===== src/rtl/mips_run_ctrl_pkg.sv =====
// -----------------------------------------------------------------------------
// mips_run_ctrl_pkg
//   Shared definitions for the MIPS run/debug sequencer: host command opcodes,
//   sequencer state encodings, halt cause codes and the SYSCALL encoding.
//   There are no ports. Import it with: import mips_run_ctrl_pkg::*;
// -----------------------------------------------------------------------------
package mips_run_ctrl_pkg;

   typedef enum logic [2:0] {
      OP_NOP       = 3'd0,
      OP_HALT      = 3'd1,
      OP_RUN       = 3'd2,
      OP_STEP      = 3'd3,
      OP_RUN_N     = 3'd4,
      OP_SET_BP    = 3'd5,
      OP_CLR_BP    = 3'd6,
      OP_RESET_CPU = 3'd7
   } cmd_op_e;

   typedef enum logic [2:0] {
      ST_RST   = 3'd0,
      ST_HALT  = 3'd1,
      ST_RUN   = 3'd2,
      ST_RUN_N = 3'd3,
      ST_STEP  = 3'd4
   } run_state_e;

   typedef enum logic [1:0] {
      CAUSE_HOST       = 2'd0,
      CAUSE_BREAKPOINT = 2'd1,
      CAUSE_SYSCALL    = 2'd2,
      CAUSE_COUNT      = 2'd3
   } halt_cause_e;

   localparam logic [31:0] SYSCALL_INSTR = 32'h0000_000C;

   // The CPU may commit only in these states.
   function automatic logic is_run_state(input run_state_e s);
      return (s == ST_RUN) || (s == ST_RUN_N) || (s == ST_STEP);
   endfunction

endpackage


===== src/rtl/mips_break_unit.sv =====
// -----------------------------------------------------------------------------
// mips_break_unit
//   Combinational break detector: PC breakpoint compare plus SYSCALL decode.
//   The break is suppressed while skip_i is set, so execution can resume past
//   the instruction that caused the last halt.
// Ports
//   pc_i        in  32  CPU current PC
//   instr_i     in  32  CPU current instruction
//   bp_en_i     in  1   breakpoint armed
//   bp_addr_i   in  32  breakpoint address
//   skip_i      in  1   ignore matches for the current instruction
//   brk_o       out 1   current instruction must not commit
//   brk_cause_o out 2   BREAKPOINT if the PC matches, otherwise SYSCALL
// -----------------------------------------------------------------------------
module mips_break_unit
   import mips_run_ctrl_pkg::*;
#(
   parameter int HALT_ON_SYSCALL = 1
) (
   input  logic [31:0] pc_i,
   input  logic [31:0] instr_i,
   input  logic        bp_en_i,
   input  logic [31:0] bp_addr_i,
   input  logic        skip_i,
   output logic        brk_o,
   output halt_cause_e brk_cause_o
);

   logic bp_hit;
   logic sys_hit;

   assign bp_hit  = bp_en_i && (pc_i == bp_addr_i);
   assign sys_hit = (HALT_ON_SYSCALL != 0) && (instr_i == SYSCALL_INSTR);
   assign brk_o   = !skip_i && (bp_hit || sys_hit);

   // A PC match outranks the SYSCALL decode when both fire.
   assign brk_cause_o = bp_hit ? CAUSE_BREAKPOINT : CAUSE_SYSCALL;

endmodule


===== src/rtl/mips_run_ctrl.sv =====
// -----------------------------------------------------------------------------
// mips_run_ctrl
//   Run/debug sequencer for the single-cycle MIPS CPU. Gates CPU commits with
//   cpu_en, drives the CPU reset, executes host commands and halts on a PC
//   breakpoint or SYSCALL.
// Ports
//   clk               in   1        rising-edge clock
//   reset             in   1        asynchronous, active-high
//   cmd_valid         in   1        host command valid
//   cmd_ready         out  1        command accepted on cmd_valid & cmd_ready
//   cmd_op            in   3        command opcode (cmd_op_e)
//   cmd_arg           in   32       RUN_N count / SET_BP address
//   cmd_err           out  1        one-cycle pulse: accepted command illegal
//   pc_debug          in   32       CPU current PC
//   instruction_debug in   32       CPU current instruction
//   cpu_en            out  1        CPU commits this cycle
//   cpu_reset         out  1        reset to the CPU
//   state             out  3        sequencer state (run_state_e)
//   halted            out  1        state == HALT
//   halt_cause        out  2        reason for the last halt (halt_cause_e)
//   retired_count     out  CYCLE_W  cycles with cpu_en = 1 (wraps)
// -----------------------------------------------------------------------------
module mips_run_ctrl
   import mips_run_ctrl_pkg::*;
#(
   parameter int CYCLE_W         = 32,
   parameter int HALT_ON_SYSCALL = 1,
   parameter int RST_CYCLES      = 2
) (
   input  logic               clk,
   input  logic               reset,
   input  logic               cmd_valid,
   output logic               cmd_ready,
   input  logic [2:0]         cmd_op,
   input  logic [31:0]        cmd_arg,
   output logic               cmd_err,
   input  logic [31:0]        pc_debug,
   input  logic [31:0]        instruction_debug,
   output logic               cpu_en,
   output logic               cpu_reset,
   output logic [2:0]         state,
   output logic               halted,
   output logic [1:0]         halt_cause,
   output logic [CYCLE_W-1:0] retired_count
);

   localparam int              RC_W     = (RST_CYCLES > 1) ? $clog2(RST_CYCLES + 1) : 1;
   localparam logic [RC_W-1:0] RST_INIT = RC_W'(RST_CYCLES);

   run_state_e         state_q;
   logic [RC_W-1:0]    rst_cnt_q;
   logic               cmd_err_q;
   halt_cause_e        halt_cause_q;
   logic [CYCLE_W-1:0] retired_q;
   logic [CYCLE_W-1:0] remaining_q;
   logic               bp_en_q;
   logic [31:0]        bp_addr_q;
   logic               skip_q;

   logic               brk;
   halt_cause_e        brk_cause;
   logic               cmd_take;
   cmd_op_e            op;
   logic               run_op;
   logic [CYCLE_W-1:0] arg_count;

   mips_break_unit #(
      .HALT_ON_SYSCALL(HALT_ON_SYSCALL)
   ) u_break (
      .pc_i       (pc_debug),
      .instr_i    (instruction_debug),
      .bp_en_i    (bp_en_q),
      .bp_addr_i  (bp_addr_q),
      .skip_i     (skip_q),
      .brk_o      (brk),
      .brk_cause_o(brk_cause)
   );

   assign cmd_take  = cmd_valid && cmd_ready;
   assign op        = cmd_op_e'(cmd_op);
   assign run_op    = (op == OP_RUN) || (op == OP_STEP) || (op == OP_RUN_N);
   assign arg_count = cmd_arg[CYCLE_W-1:0];

   // cpu_en stays combinational so a break blocks the matching instruction
   // in the very cycle it is presented.
   assign cpu_en        = is_run_state(state_q) && !brk;
   assign cpu_reset     = (state_q == ST_RST);
   assign cmd_ready     = (state_q != ST_RST);
   assign halted        = (state_q == ST_HALT);
   assign state         = state_q;
   assign cmd_err       = cmd_err_q;
   assign halt_cause    = halt_cause_q;
   assign retired_count = retired_q;

   // NOTE: sequential state uses non-blocking assignments, so every branch
   // below reads pre-edge values and later assignments override earlier ones.
   always_ff @(posedge clk or posedge reset) begin
      if (reset) begin
         state_q      <= ST_RST;
         rst_cnt_q    <= RST_INIT;
         cmd_err_q    <= 1'b0;
         halt_cause_q <= CAUSE_HOST;
         retired_q    <= '0;
         remaining_q  <= '0;
         bp_en_q      <= 1'b0;
         bp_addr_q    <= '0;
         skip_q       <= 1'b0;
      end else begin
         cmd_err_q <= 1'b0;

         if (cpu_en) begin
            retired_q <= retired_q + CYCLE_W'(1);
            skip_q    <= 1'b0;
         end
         if (cpu_en && (state_q == ST_RUN_N)) begin
            remaining_q <= remaining_q - CYCLE_W'(1);
         end

         case (state_q)
            ST_RST: begin
               // Leave on the edge that consumes the last count, giving
               // exactly RST_CYCLES cycles of cpu_reset.
               if (rst_cnt_q <= RC_W'(1)) begin
                  state_q <= ST_HALT;
               end
               if (rst_cnt_q != '0) begin
                  rst_cnt_q <= rst_cnt_q - RC_W'(1);
               end
            end

            ST_HALT: begin
               if (cmd_take) begin
                  case (op)
                     OP_RUN: begin
                        state_q <= ST_RUN;
                        skip_q  <= 1'b1;
                     end
                     OP_STEP: begin
                        state_q <= ST_STEP;
                        skip_q  <= 1'b1;
                     end
                     OP_RUN_N: begin
                        if (arg_count == '0) begin
                           halt_cause_q <= CAUSE_COUNT;
                        end else begin
                           state_q     <= ST_RUN_N;
                           remaining_q <= arg_count;
                           skip_q      <= 1'b1;
                        end
                     end
                     default: ;
                  endcase
               end
            end

            ST_RUN, ST_RUN_N, ST_STEP: begin
               if (cmd_take && run_op) begin
                  cmd_err_q <= 1'b1;
               end
               // Halt priority: break > count done > step done > host HALT.
               if (brk) begin
                  state_q      <= ST_HALT;
                  halt_cause_q <= brk_cause;
               end else if ((state_q == ST_RUN_N) && (remaining_q == CYCLE_W'(1))) begin
                  state_q      <= ST_HALT;
                  halt_cause_q <= CAUSE_COUNT;
               end else if (state_q == ST_STEP) begin
                  state_q      <= ST_HALT;
                  halt_cause_q <= CAUSE_HOST;
               end else if (cmd_take && (op == OP_HALT)) begin
                  state_q      <= ST_HALT;
                  halt_cause_q <= CAUSE_HOST;
               end
            end

            default: state_q <= ST_RST;
         endcase

         // Breakpoint and CPU-reset commands are legal in every accepting state.
         if (cmd_take) begin
            case (op)
               OP_SET_BP: begin
                  bp_addr_q <= cmd_arg;
                  bp_en_q   <= 1'b1;
               end
               OP_CLR_BP: bp_en_q <= 1'b0;
               OP_RESET_CPU: begin
                  state_q      <= ST_RST;
                  rst_cnt_q    <= RST_INIT;
                  retired_q    <= '0;
                  halt_cause_q <= CAUSE_HOST;
               end
               default: ;
            endcase
         end
      end
   end

endmodule


===== config.mk =====
export PLATFORM = sky130hd
export DESIGN_NAME = mips_run_ctrl
export DESIGN_NICKNAME = d
export VERILOG_FILES = /design/src/rtl/mips_run_ctrl_pkg.sv /design/src/rtl/mips_break_unit.sv /design/src/rtl/mips_run_ctrl.sv
export SDC_FILE = /design/constraint.sdc
export NUM_CORES = 1
export LEC_CHECK = 0
export BUFFER_PORTS_ARGS = -buffer_cell sky130_fd_sc_hd__buf_2
export CAP_MARGIN = 20
export CORE_UTILIZATION = 55
export CTS_BUF_LIST = sky130_fd_sc_hd__clkbuf_2 sky130_fd_sc_hd__clkbuf_4 sky130_fd_sc_hd__clkbuf_8
export CTS_CLUSTER_SIZE = 12
export DETAILED_ROUTE_END_ITERATION = 10
export PLACE_DENSITY = 0.83
export SLEW_MARGIN = 25
export SYNTH_ARGS = -nofsm -noshare
export SYNTH_HDL_FRONTEND = slang
export SYNTH_HIERARCHICAL = 1
export SYNTH_SLANG_ARGS = --single-unit

===== constraint.sdc =====
create_clock -name clk -period 3.65 [get_ports clk]
set_clock_uncertainty 0.2 [all_clocks]
set_input_delay 0.365 -clock clk [delete_from_list [all_inputs] [get_ports clk]]
set_output_delay 0.365 -clock clk [all_outputs]
set_load 0.05 [all_outputs]

==> results.yml <==
power_and_ir_drop:
  power.switching_fraction_pct: 37.0
  leakage_uw: 0.00295
  switchingPower_uw: 1500
  ir_worst_vdd_v: 0.000394
  combPwrFrac_pct: 32.3
  clockPowerShare_pct: 19.8
  powerDensity_nw_per_um2: 599
  sequentialPowerShare_pct: 47.9
  total_power_uw: 4060
  intPower_uw: 2560
hold_path:
  hold_path_class: "input port to flop"
synthesis:
  async_flop_share_pct: 100
  synth_cell_types: 50
  synth_edf_count: 0
  syn-num-nets: 685
  synth-seq-cells: 106
  avgSynthCellArea_um2: 9.86
  synth_area_leader_cell: "dfrtp_1"
  yosysSeqAreaShare_pct: 46.4
  synthTopCellsByArea: "dfrtp_1, xnor2_1, mux2_2"
  synth_top_area_share_pct: 45.9
  postSynthCellCount: 580
  mappedNetlistArea_um2: 5720
  yosysWarnings: 6
  synth_flop_cell: "dfrtp_1"
worst_setup_path:
  crit_chain: "xnor2_1 -> nand4_1 -> nor4_2 -> nand4_1 -> o41ai_2 -> buf_4 -> a21oi_1 -> buf_2"
  required_ns: 3.08
  worst-setup-path-type: "flop to output port"
  worst_path_dominant_cell_family: "simple AND/OR/NAND/NOR gates"
  cpMostUsedCell: "nand4_1"
  critical_path_arrival_ns: 2.99
  cp-start-kind: "flop"
  cpMaxStageDelayCell: "o41ai_2"
  max_stage_delay_ns: 0.43
  crit_fanout: 9
  critPathCaptureType: "output port"
  cp_num_buf_inv: 2
timing:
  setup_ws_ns: 0.0955
  fmax_ghz: 0.281
  timing_hold_violations_final: 0
  tightest_slew_ns: 0.929
  rsz0062_at_grt: "false"
  setup_viol: 0
  relSlewSlack_pct: 37.2
  period_minus_slack_ns: 3.55
  fin_tns_setup_ns: 0
  slew_viol_final: 0
  finalCritPeriodShare_pct: 97.4
clock_tree:
  cts_tree: "built"
  cts-buffers-inserted: 9
  cts_max_level: 3
  cts_sinks: 106
  cts-root-buf: "clkbuf_8"
  path_clk_slew_ns: 0.11
  clock_path_buffers: 2
  post_cts_buffers: 0
  clkLatencyLatePin_ns: 0.38
grt:
  grtUsageTotal_pct: 28.9
  grt_max_degree: 66
  grt_pass1_wl_um: 24800
  overflow: 0
  antenna_found_initial: 0
  grt_pass1_vias: 5010
floorplan:
  die_h_um: 104
  rows: 36
  die_w_um: 104
  ioPinCount: 144
  dieArea_um2: 10800
  initial_core_util_pct: 57.7
  core_area_um2: 9910
flow_run:
  cap_violations: 0
finish:
  final_net_count: 822
  n_antenna_cell: 0
  drive_gt1_share_pct: 29.2
  mostFrequentLayoutCells: "buf_2, dfrtp_1, nor2_1"
  fillers: 786
  syn2layout_area_growth_pct: 18.6
  layout_commonest_cell: "buf_2"
  final_util_pct: 68.4
route:
  dr.pass1.iters: 5
  wl_per_cell_um: 17.7
  first_iter_violations: 334
  num_vias: 5110
  finalWirelength_um: 15100
  antenna_left: 0
  viasPerCell: 5.98
  drc: 0
placement:
  gp_congestion: 0.824
  io_buffers: 143
  hpwl_um: 11100
  pre_cts_ws_ns: 0.292
outcome:
  status: "finished clean"
## power by group through the flow
stage | logic, uW | registers (uW) | clock network (uW)
floorplan | 909 | 1950 | 0
global placement | 1250 | 1930 | 0
detailed placement | 1290 | 1960 | 0
CTS | 1300 | 1940 | 810
global route | 1420 | 2000 | 856
finish | 1310 | 1950 | 804
## cells in the mapped netlist (2+ instances only)
library cell,number
nor2b_1,2
a2111oi_4,2
xor2_1,33
and3_1,5
nor4bb_1,2
and2_1,2
or3_1,18
buf_1,2
buf_6,3
nor4_1,34
a32oi_1,2
nand4_1,25
inv_1,10
nor3b_1,3
a21oi_1,48
o221ai_1,2
or4_1,4
and4_1,3
buf_2,3
buf_4,2
nand2_1,21
o211ai_1,4
xnor2_1,51
clkbuf_1,16
nor3_1,15
nand2b_1,3
ha_1,3
nor2_1,77
nand3_1,16
dfrtp_1,105
mux2_2,33
o21ai_0,12
o21ai_1,2
## worst register-to-register path, stage by stage (launching register included)
cell and delay [ns]:
dfrtp_1 0.42, xnor2_1 0.14, nand4_1 0.18, nor4_2 0.10, nand4_1 0.17, o41ai_2 0.12, nor4bb_1 0.80, nand4_1 0.19
buf_4 0.23, nor4b_1 0.41, xnor2_1 0.17, a21oi_1 0.08
## path summary, 6_finish.rpt
check                         startpoint              end  cells past startpoint  slack (ns)
setup / recovery           bp_addr_q[24]           cpu_en                      8         0.1
hold / removal               cmd_arg[30]    bp_addr_q[30]                      2        0.06
setup reg to reg           bp_addr_q[10]  remaining_q[26]                     11        0.31
hold reg to reg             rst_cnt_q[1]     rst_cnt_q[0]                      2        0.30
max in group asynchronous          reset     rst_cnt_q[1]                      4        1.95
min in group asynchronous          reset    bp_addr_q[26]                      3        0.41
## cells by family after synthesis
| family | after synthesis | synth area share [%] |
|---|---|---|
| mux | 33 | 6.50 |
| compound gates | 80 | 8.66 |
| xor+xnor | 84 | 12.9 |
| flops | 106 | 46.4 |
| fa+ha+maj | 3 | 0.656 |
| buf+inv | 36 | 2.95 |
| simple gates | 238 | 22.0 |
## area by class of cell
type,instances,area [um2],share of cell area [%]
Sequential cell,106,2650,39.1
Inverter,10,40.0,0.590
Tap cell,133,166,2.45
Multi-Input combinational cell,438,2920,43.0
Clock buffer,10,138,2.03
Clock inverter,6,80.1,1.18
Timing Repair Buffer,152,786,11.6
## per-layer routing
layer	vias up	wire length [um]	global-route usage [%]
met5	-	0	0
met4	0	319	11.8
met3	30	1100	4.89
met2	216	7130	46.4
li1	2351	-	-
met1	2513	6550	39.1
## metrics by stage
| step | hold slack [ns] | area, um2 | std cells |
|---|---|---|---|
| 4_1_cts | 0.0491 | 6770 | 855 |
| 6_report | 0.0559 | 6780 | 855 |
| 2_1_floorplan | 0.267 | 5720 | 580 |
| 5_1_grt | 0.0635 | 6780 | 855 |
| 3_3_place_gp | 0.282 | 6540 | 838 |
| 3_5_place_dp | 0.289 | 6540 | 838 |
## flip-flops by register name, indices dropped and copies added (netlist names)
register and cells:
bp_en_q 1, remaining_q 32, retired_count 32, halt_cause 2, bp_addr_q 32, cmd_err 1
skip_q 1, rst_cnt_q 2, state 3
## timing repair
item / CTS / global route
hold endpoints to repair: 47 / 0
hold buffers: 1 / 0
resized for setup: 1 / 1
setup endpoints to repair: 1 / 1
(Power assumes the default switching activity.)
